==> src/rtl/sha_nonce_scheduler.sv <==
// Nonce sweep sequencer for one sha_block core: two passes per nonce, reports the first winner.
// The attached core must be reset by the same reset net so no stale sha_done outlives a reset.
module sha_nonce_scheduler #(
    parameter int NONCE_W = 32,
    parameter int TIMEOUT = 1024,
    parameter int LEN1    = 640
) (
    input  logic               clk,
    input  logic               reset,
    input  logic               start,
    input  logic               abort,
    input  logic [95:0]        tail,
    input  logic [NONCE_W-1:0] nonce_first,
    input  logic [NONCE_W-1:0] nonce_last,
    input  logic [255:0]       target,
    output logic               sha_en,
    output logic [511:0]       sha_M,
    input  logic [255:0]       sha_H,
    input  logic               sha_done,
    output logic               busy,
    output logic               done,
    output logic               found,
    output logic               timeout_err,
    output logic [NONCE_W-1:0] nonce_o,
    output logic [255:0]       hash_o
);
    localparam int PAD1_W = 512 - 96 - NONCE_W - 1 - 64;
    localparam int CNT_W  = $clog2(TIMEOUT + 1);

    typedef enum logic [2:0] {
        S_IDLE,
        S_LAUNCH1,
        S_WAIT1,
        S_LAUNCH2,
        S_WAIT2,
        S_CHECK,
        S_DONE
    } state_t;

    state_t             state_q, state_d;
    logic [95:0]        tail_q, tail_d;
    logic [NONCE_W-1:0] cur_q, cur_d;
    logic [NONCE_W-1:0] last_q, last_d;
    logic [255:0]       target_q, target_d;
    logic [511:0]       sha_m_q, sha_m_d;
    logic               sha_en_q, sha_en_d;
    logic               found_q, found_d;
    logic               timeout_err_q, timeout_err_d;
    logic [NONCE_W-1:0] nonce_o_q, nonce_o_d;
    logic [255:0]       hash_o_q, hash_o_d;
    logic [CNT_W-1:0]   cnt_q, cnt_d;
    logic               timed_out;

    function automatic logic [511:0] pass1_block(input logic [95:0] t, input logic [NONCE_W-1:0] n);
        return {t, n, 1'b1, {PAD1_W{1'b0}}, 64'(LEN1)};
    endfunction

    // Second pass hashes the 32-byte first digest, so its length field is fixed at 256 bits.
    function automatic logic [511:0] pass2_block(input logic [255:0] h);
        return {h, 1'b1, 191'b0, 64'd256};
    endfunction

    // cnt_q equals the number of cycles elapsed since the last launch pulse.
    assign timed_out = (cnt_q == CNT_W'(TIMEOUT - 1));

    always_comb begin
        state_d       = state_q;
        tail_d        = tail_q;
        cur_d         = cur_q;
        last_d        = last_q;
        target_d      = target_q;
        sha_m_d       = sha_m_q;
        sha_en_d      = 1'b0;
        found_d       = found_q;
        timeout_err_d = timeout_err_q;
        nonce_o_d     = nonce_o_q;
        hash_o_d      = hash_o_q;
        cnt_d         = cnt_q;

        if (abort) begin
            state_d = S_IDLE;
        end else begin
            case (state_q)
                S_IDLE, S_DONE: begin
                    if (start) begin
                        tail_d        = tail;
                        cur_d         = nonce_first;
                        last_d        = nonce_last;
                        target_d      = target;
                        found_d       = 1'b0;
                        timeout_err_d = 1'b0;
                        sha_m_d       = pass1_block(tail, nonce_first);
                        sha_en_d      = 1'b1;
                        state_d       = S_LAUNCH1;
                    end
                end
                S_LAUNCH1: begin
                    cnt_d   = CNT_W'(1);
                    state_d = S_WAIT1;
                end
                S_WAIT1: begin
                    cnt_d = cnt_q + CNT_W'(1);
                    if (sha_done) begin
                        sha_m_d  = pass2_block(sha_H);
                        sha_en_d = 1'b1;
                        state_d  = S_LAUNCH2;
                    end else if (timed_out) begin
                        timeout_err_d = 1'b1;
                        found_d       = 1'b0;
                        nonce_o_d     = cur_q;
                        state_d       = S_DONE;
                    end
                end
                S_LAUNCH2: begin
                    cnt_d   = CNT_W'(1);
                    state_d = S_WAIT2;
                end
                S_WAIT2: begin
                    cnt_d = cnt_q + CNT_W'(1);
                    if (sha_done) begin
                        hash_o_d = sha_H;
                        state_d  = S_CHECK;
                    end else if (timed_out) begin
                        timeout_err_d = 1'b1;
                        found_d       = 1'b0;
                        nonce_o_d     = cur_q;
                        state_d       = S_DONE;
                    end
                end
                S_CHECK: begin
                    nonce_o_d = cur_q;
                    if (hash_o_q < target_q) begin
                        found_d = 1'b1;
                        state_d = S_DONE;
                    end else if (cur_q == last_q) begin
                        found_d = 1'b0;
                        state_d = S_DONE;
                    end else begin
                        cur_d    = cur_q + NONCE_W'(1);
                        sha_m_d  = pass1_block(tail_q, cur_q + NONCE_W'(1));
                        sha_en_d = 1'b1;
                        state_d  = S_LAUNCH1;
                    end
                end
                default: state_d = S_IDLE;
            endcase
        end
    end

    always_ff @(posedge clk or negedge reset) begin
        if (!reset) begin
            state_q       <= S_IDLE;
            tail_q        <= '0;
            cur_q         <= '0;
            last_q        <= '0;
            target_q      <= '0;
            sha_m_q       <= '0;
            sha_en_q      <= 1'b0;
            found_q       <= 1'b0;
            timeout_err_q <= 1'b0;
            nonce_o_q     <= '0;
            hash_o_q      <= '0;
            cnt_q         <= '0;
        end else begin
            state_q       <= state_d;
            tail_q        <= tail_d;
            cur_q         <= cur_d;
            last_q        <= last_d;
            target_q      <= target_d;
            sha_m_q       <= sha_m_d;
            sha_en_q      <= sha_en_d;
            found_q       <= found_d;
            timeout_err_q <= timeout_err_d;
            nonce_o_q     <= nonce_o_d;
            hash_o_q      <= hash_o_d;
            cnt_q         <= cnt_d;
        end
    end

    assign sha_en      = sha_en_q;
    assign sha_M       = sha_m_q;
    assign busy        = (state_q != S_IDLE) && (state_q != S_DONE);
    assign done        = (state_q == S_DONE);
    assign found       = found_q;
    assign timeout_err = timeout_err_q;
    assign nonce_o     = nonce_o_q;
    assign hash_o      = hash_o_q;

endmodule

==> config.mk <==
export PLATFORM = sky130hd
export DESIGN_NAME = sha_nonce_scheduler
export DESIGN_NICKNAME = d
export VERILOG_FILES = /design/src/rtl/sha_nonce_scheduler.sv
export SDC_FILE = /design/constraint.sdc
export NUM_CORES = 2
export LEC_CHECK = 0
export CORE_AREA = 2 2 574 576
export CTS_CLUSTER_DIAMETER = 30
export DETAILED_ROUTE_END_ITERATION = 12
export DIE_AREA = 0 0 576 578
export DONT_BUFFER_PORTS = 1
export GPL_TIMING_DRIVEN = 0
export PLACE_DENSITY_LB_ADDON = 0.2
export SETUP_SLACK_MARGIN = 0.2
export SLEW_MARGIN = 20
export SYNTH_ARGS = -nofsm -noshare
export SYNTH_HDL_FRONTEND = slang
export SYNTH_SLANG_ARGS = --single-unit
==> constraint.sdc <==
create_clock -name clk -period 3 [get_ports clk]
set_input_delay 0.3 -clock clk [delete_from_list [all_inputs] [get_ports clk]]
set_output_delay 0.3 -clock clk [all_outputs]
set_load 0.01 [all_outputs]
Word level (Yosys, flattened, before mapping)
Index checks and enable logic that the tools add are counted.
{"block": "op_classes", "n_bitwise": 1, "order_cmp": 1, "add_sub_neg": 2, "n_reduce_logical": 20, "eq_ne": 17, "muxes": 36}
{"op": "$mux 512", "count": 4}
{"op": "$pmux 512 s3", "count": 1}
{"op": "$lt 256x256->1", "count": 1}
{"op": "$mux 32", "count": 5}
{"op": "$pmux 32 s2", "count": 2}
{"op": "$add 32x1->32 const B", "count": 1}
{"op": "$eq 32x32->1", "count": 1}
{"op": "$pmux 11 s2", "count": 1}
{"op": "$mux 3", "count": 7}
{"op": "$pmux 3 s6", "count": 1}
{"op": "$mux 1", "count": 12}
{"op": "$reduce_and 6->1", "count": 2}
{"op": "$add 11x1->11 const B", "count": 1}
{"op": "$eq 11x10->1 const B", "count": 1}
{"op": "$ne 2x2->1 const B", "count": 5}
{"op": "$reduce_and 5->1", "count": 2}
{"op": "$eq 3x3->1 const B", "count": 3}
{"op": "$ne 3x3->1 const B", "count": 3}
{"op": "$reduce_bool 3->1", "count": 3}
{"op": "$reduce_bool 2->1", "count": 4}
{"op": "$eq 3x2->1 const B", "count": 2}
{"op": "$pmux 1 s3", "count": 2}
{"op": "$reduce_and 3->1", "count": 2}
{"op": "$reduce_or 2->1", "count": 3}
{"op": "8 further kinds", "count": 8}
{"block": "word_totals", "elab_cells": 89, "regBits": 1233}

Depth between registers and ports, before layout
{"block": "depth", "ltp_word": 5, "mapped_depth": 14}

Least setup slack after synthesis
No wires, ideal clock.
{"block": "synth_timing", "kind": "flip-flop to flip-flop", "from": "register hash_o_q[121], in the netlist hash_o[121]", "to": "register sha_m_q[387], in the netlist sha_M[387]", "period_less_slack_ns": 3.106, "t_arrival_ns": 2.980, "path_slack_ns": -0.106, "path_stages_with_launch": 12, "path_cell_list": "dfrtp_1 -> ha_1 -> a21o_1 -> a221o_1 -> a221oi_1 -> o221ai_1 -> a22o_1 -> or4_1 -> nand3_1 -> inv_2 -> buf_6 -> mux2_4"}
{"block": "synth_via", "elab_chain_len": 3}
{"item": "from (decl)", "line": "50", "rtl": "logic [255:0] hash_o_q, hash_o_d;"}
{"item": "from (signal assigned)", "line": "175", "rtl": "hash_o_q <= hash_o_d;"}
{"item": "$lt 256x256->1", "line": "132", "rtl": "if (hash_o_q < target_q) begin"}
{"item": "$ne 2x2->1 (no source line)"}
{"item": "$reduce_and 6->1 (no source line)"}
{"item": "to (signal assigned)", "line": "170", "rtl": "sha_m_q <= sha_m_d;"}
{"item": "to (decl)", "line": "45", "rtl": "logic [511:0] sha_m_q, sha_m_d;"}
Every way passes these cells.
A chain may end at the register's enable or synchronous reset.

Final worst setup path
{"block": "layout_timing", "from": "register hash_o_q[129], in the netlist hash_o[129]", "to": "register sha_m_q[343], in the netlist sha_M[343]"}
The elaborated chain is that of the path after synthesis.

==> reports/qor.txt <==
antenna viol nets, final = 0
share of cells above drive strength 1 = 0.247
Tightest Pin Transition = 1110 ps
Sequential Power Share = 0.320
NetSw = 28.7 mW
global route overflow = 0
Syn Area/Cell = 10.4 um^2
DR vias = 43000
number of flops mapped to enable cells by yosys = 0
Worst path max stage delay = 510 ps
post-synthesis sequential area ratio = 0.506
Critical Path RT = 3750 ps
Max IR drop VDD = 0.573 mV
CTS Buf Count = 335
WL per Instance = 29.1 um
highest clock rate = 0.236 GHz
most frequent cell on the critical path = nand4_1
# rows = 210
Hold Startpoint = target[72]
Die Footprint = 333000 um^2
Worst Hold Class = in -> reg
top cells by area, synth = dfrtp_1 (51%), mux2_2 (6.7%), ha_1 (6.6%)
R2R depth = 15
vias in the first global route = 43600
worst path bufs/invs = 5
initial antenna violation count = 177
commonest register cell after synthesis = dfrtp_1
critical path class = reg -> reg
global placement routability congestion = 0.894
Tcrit/Tclk final = 1.41
fin cells = 10700
P_leak = 34.9 nW
hold path cells = 3
status = finished with violations
DRT iter0 DRCs = 2858
final setup vio count = 295
cell area after layout = 76800 um^2
Vias/cell = 4.00
cell taking the most area after synthesis = dfrtp_1
Fin. Hold Viols = 0
Synth Cell Area = 48400 um^2
DRC Markers = 0
flops & latches, synth = 979
RSZ-0062 raised after global routing = true
failing checks = setup timing
CTS tree = yes
distinct cell type count after synthesis = 69
Core Area = 326000 um^2
Post-Place Setup Slack = -2760 ps
Root Buffer = clkbuf_16
die span in y = 578 um
critical path launch point type = flop
CP max-delay cell = dfrtp_2
Switching Fraction = 0.357
Clk Latency, worst-skew pair = 910 ps
cell family with most CP delay = simple AND/OR/NAND/NOR gates
Min Clock Period, post-route = 4230 ps
pwr/cell area = 1050 nW/um^2
r2r endpoint = sha_M[343]$_DFFE_PN0P_
GR Util All Layers = 0.180
final hold slack = 86.6 ps
Area Overhead vs Synth = 58.7%
combinational power share = 0.234
DR pass1 iterations = 6
Worst Hold End = target_q[72]$_DFFE_PN0P_
Reg2Reg Setup Slack = -1230 ps
Post-Synthesis Cells = 4643
worst setup margin = -1230 ps
Worst path depth = 15
CP Max Fanout = 10
pin count of the biggest net entering global routing = 168
Async SR Flop Fraction = 1.00
Worst R2R Start = hash_o[129]$_DFFE_PN0P_
Power Total = 80.4 mW
worst clock skew = 64.1 ps
PortBufs = 0
area share of the largest cell type after synthesis = 0.506
Ys Warns = 0
Max Cap Viol = 0
crit path DAT = 4980 ps
dpl hpwl = 254000 um
first-pass GRT wire length = 408000 um
Clock Sinks = 979
clk slew on worst S/H paths = 50 ps
crit path cell chain = ha_4, nand4_1, nor2_4, nand4_1, nor4_4, buf_6, nand4_1, a21oi_4, buf_12, buf_6, or4_4, nand3_4, buf_16, buf_12, a22o_1
H-tree depth = 5
CTS Buffer Depth = 4
io pins = 1482
fraction of power consumed by the clock network = 0.446
relative slew slack = 0.253
crit path capture type = flop
Final Max Tran Viols = 0
nets = 6961
Initial Util = 0.148
die width = 576 um
placed cells = 9268
WL final = 313000 um
dpl cell area = 55600 um^2
Int Power = 51.7 mW
## cell usage after synthesis, types with 60 or more instances
cell / instances
dfrtp_1: 979
nand2_1: 754
o21ai_0: 336
mux2_2: 289
inv_1: 273
buf_4: 268
ha_1: 257
a22o_1: 230
a21oi_1: 217
clkbuf_1: 211
nor2_1: 200
a22oi_2: 99
nand4_1: 60
## cells by family after synthesis
kind of cell,after synthesis,synth area share
buffers and inverters,794,0.0849
XOR/XNOR,66,0.0119
multiplexers,319,0.0756
flip-flops,979,0.506
AO/OA/AOI/OAI,1056,0.154
other,1,0.0000775
AND/OR/NAND/NOR,1171,0.101
adder cells (fa/ha/maj),257,0.0664
## worst max path at each step
stage | from | endpoint | slack, ps
finish | hash_o[129]$_DFFE_PN0P_ | sha_M[343]$_DFFE_PN0P_ | -1230
global route | hash_o[213]$_DFFE_PN0P_ | sha_M[352]$_DFFE_PN0P_ | -1370
CTS | hash_o[131]$_DFFE_PN0P_ | sha_M[399]$_DFFE_PN0P_ | -1480
detailed placement | hash_o[239]$_DFFE_PN0P_ | sha_M[510]$_DFFE_PN0P_ | -2760
global placement | hash_o[239]$_DFFE_PN0P_ | sha_M[352]$_DFFE_PN0P_ | -3960
floorplan | hash_o[123]$_DFFE_PN0P_ | sha_M[387]$_DFFE_PN0P_ | 70
## sequential cells by signal, summed over array words and instances (netlist names)
signal       cells
nonce_o         32
tail_q          96
last_q          32
cur_q           32
sha_M          258
found            1
hash_o         256
cnt_q           11
sha_en           1
timeout_err      1
target_q       256
state_q          3
## layout make-up
| cell class | count | area, um^2 |
|---|---|---|
| clock buffer | 466 | 9640 |
| sequential | 979 | 24500 |
| multi-input combinational | 3121 | 21400 |
| buffer | 519 | 3770 |
| timing repair buffer | 796 | 8810 |
| clock inverter | 140 | 2000 |
| tap | 4346 | 5440 |
| inverter | 275 | 1040 |
| antenna | 101 | 253 |
| fill | 35000 | 250000 |
## layout by cell type (no fill, tap or decap), drive strengths merged, types with 252 or more instances in the layout
cell type / count
buf: 415
inv: 283
conb: 252
nand2: 754
ha: 257
mux2: 312
dfrtp: 979
dlygate4sd3: 695
o21ai: 337
clkbuf: 667
## per-stage QoR
step	util	setup TNS [ps]
6_report	0.235	-339030
2_1_floorplan	-	0
4_1_cts	0.232	-741750
5_1_grt	0.235	-378770
3_3_place_gp	0.168	-2289350
3_5_place_dp	0.170	-1044250
## tightest hold or removal path: cells and delay by family
family,cells,cell delay [ps]
simple gates,1,50
compound gates,1,70
buf+inv,1,530
## layer usage
metal	vias up	GRT usage	part of all wire	routed length, um
met2	2140	0.297	0.47	147000
li1	18800	-	-	-
met1	21500	0.216	0.40	125000
met4	60	0.0676	0.039	12100
met5	-	0	0.0013	401
met3	533	0.0625	0.092	28800
## power by group through the flow
stage               clock [mW]  sequential, mW  combinational (mW)
floorplan                    0            22.1                10.9
finish                    35.9            25.7                18.8
CTS                       36.5            26.0                18.3
global route              37.3            26.3                20.9
global placement             0            26.1                15.2
detailed placement           0            26.1                15.9
## what timing repair did
action | CTS | global route
pin swaps | 36 | 60
cloned | 12 | 11
endpoints found under the hold margin | 1254 | 4
hold buffers | 696 | 1
setup buffers | 29 | 19
gates resized for setup | 147 | 329
endpoints found under the setup margin | 930 | 1031
No activity file was read; power rests on OpenSTA's default activity.
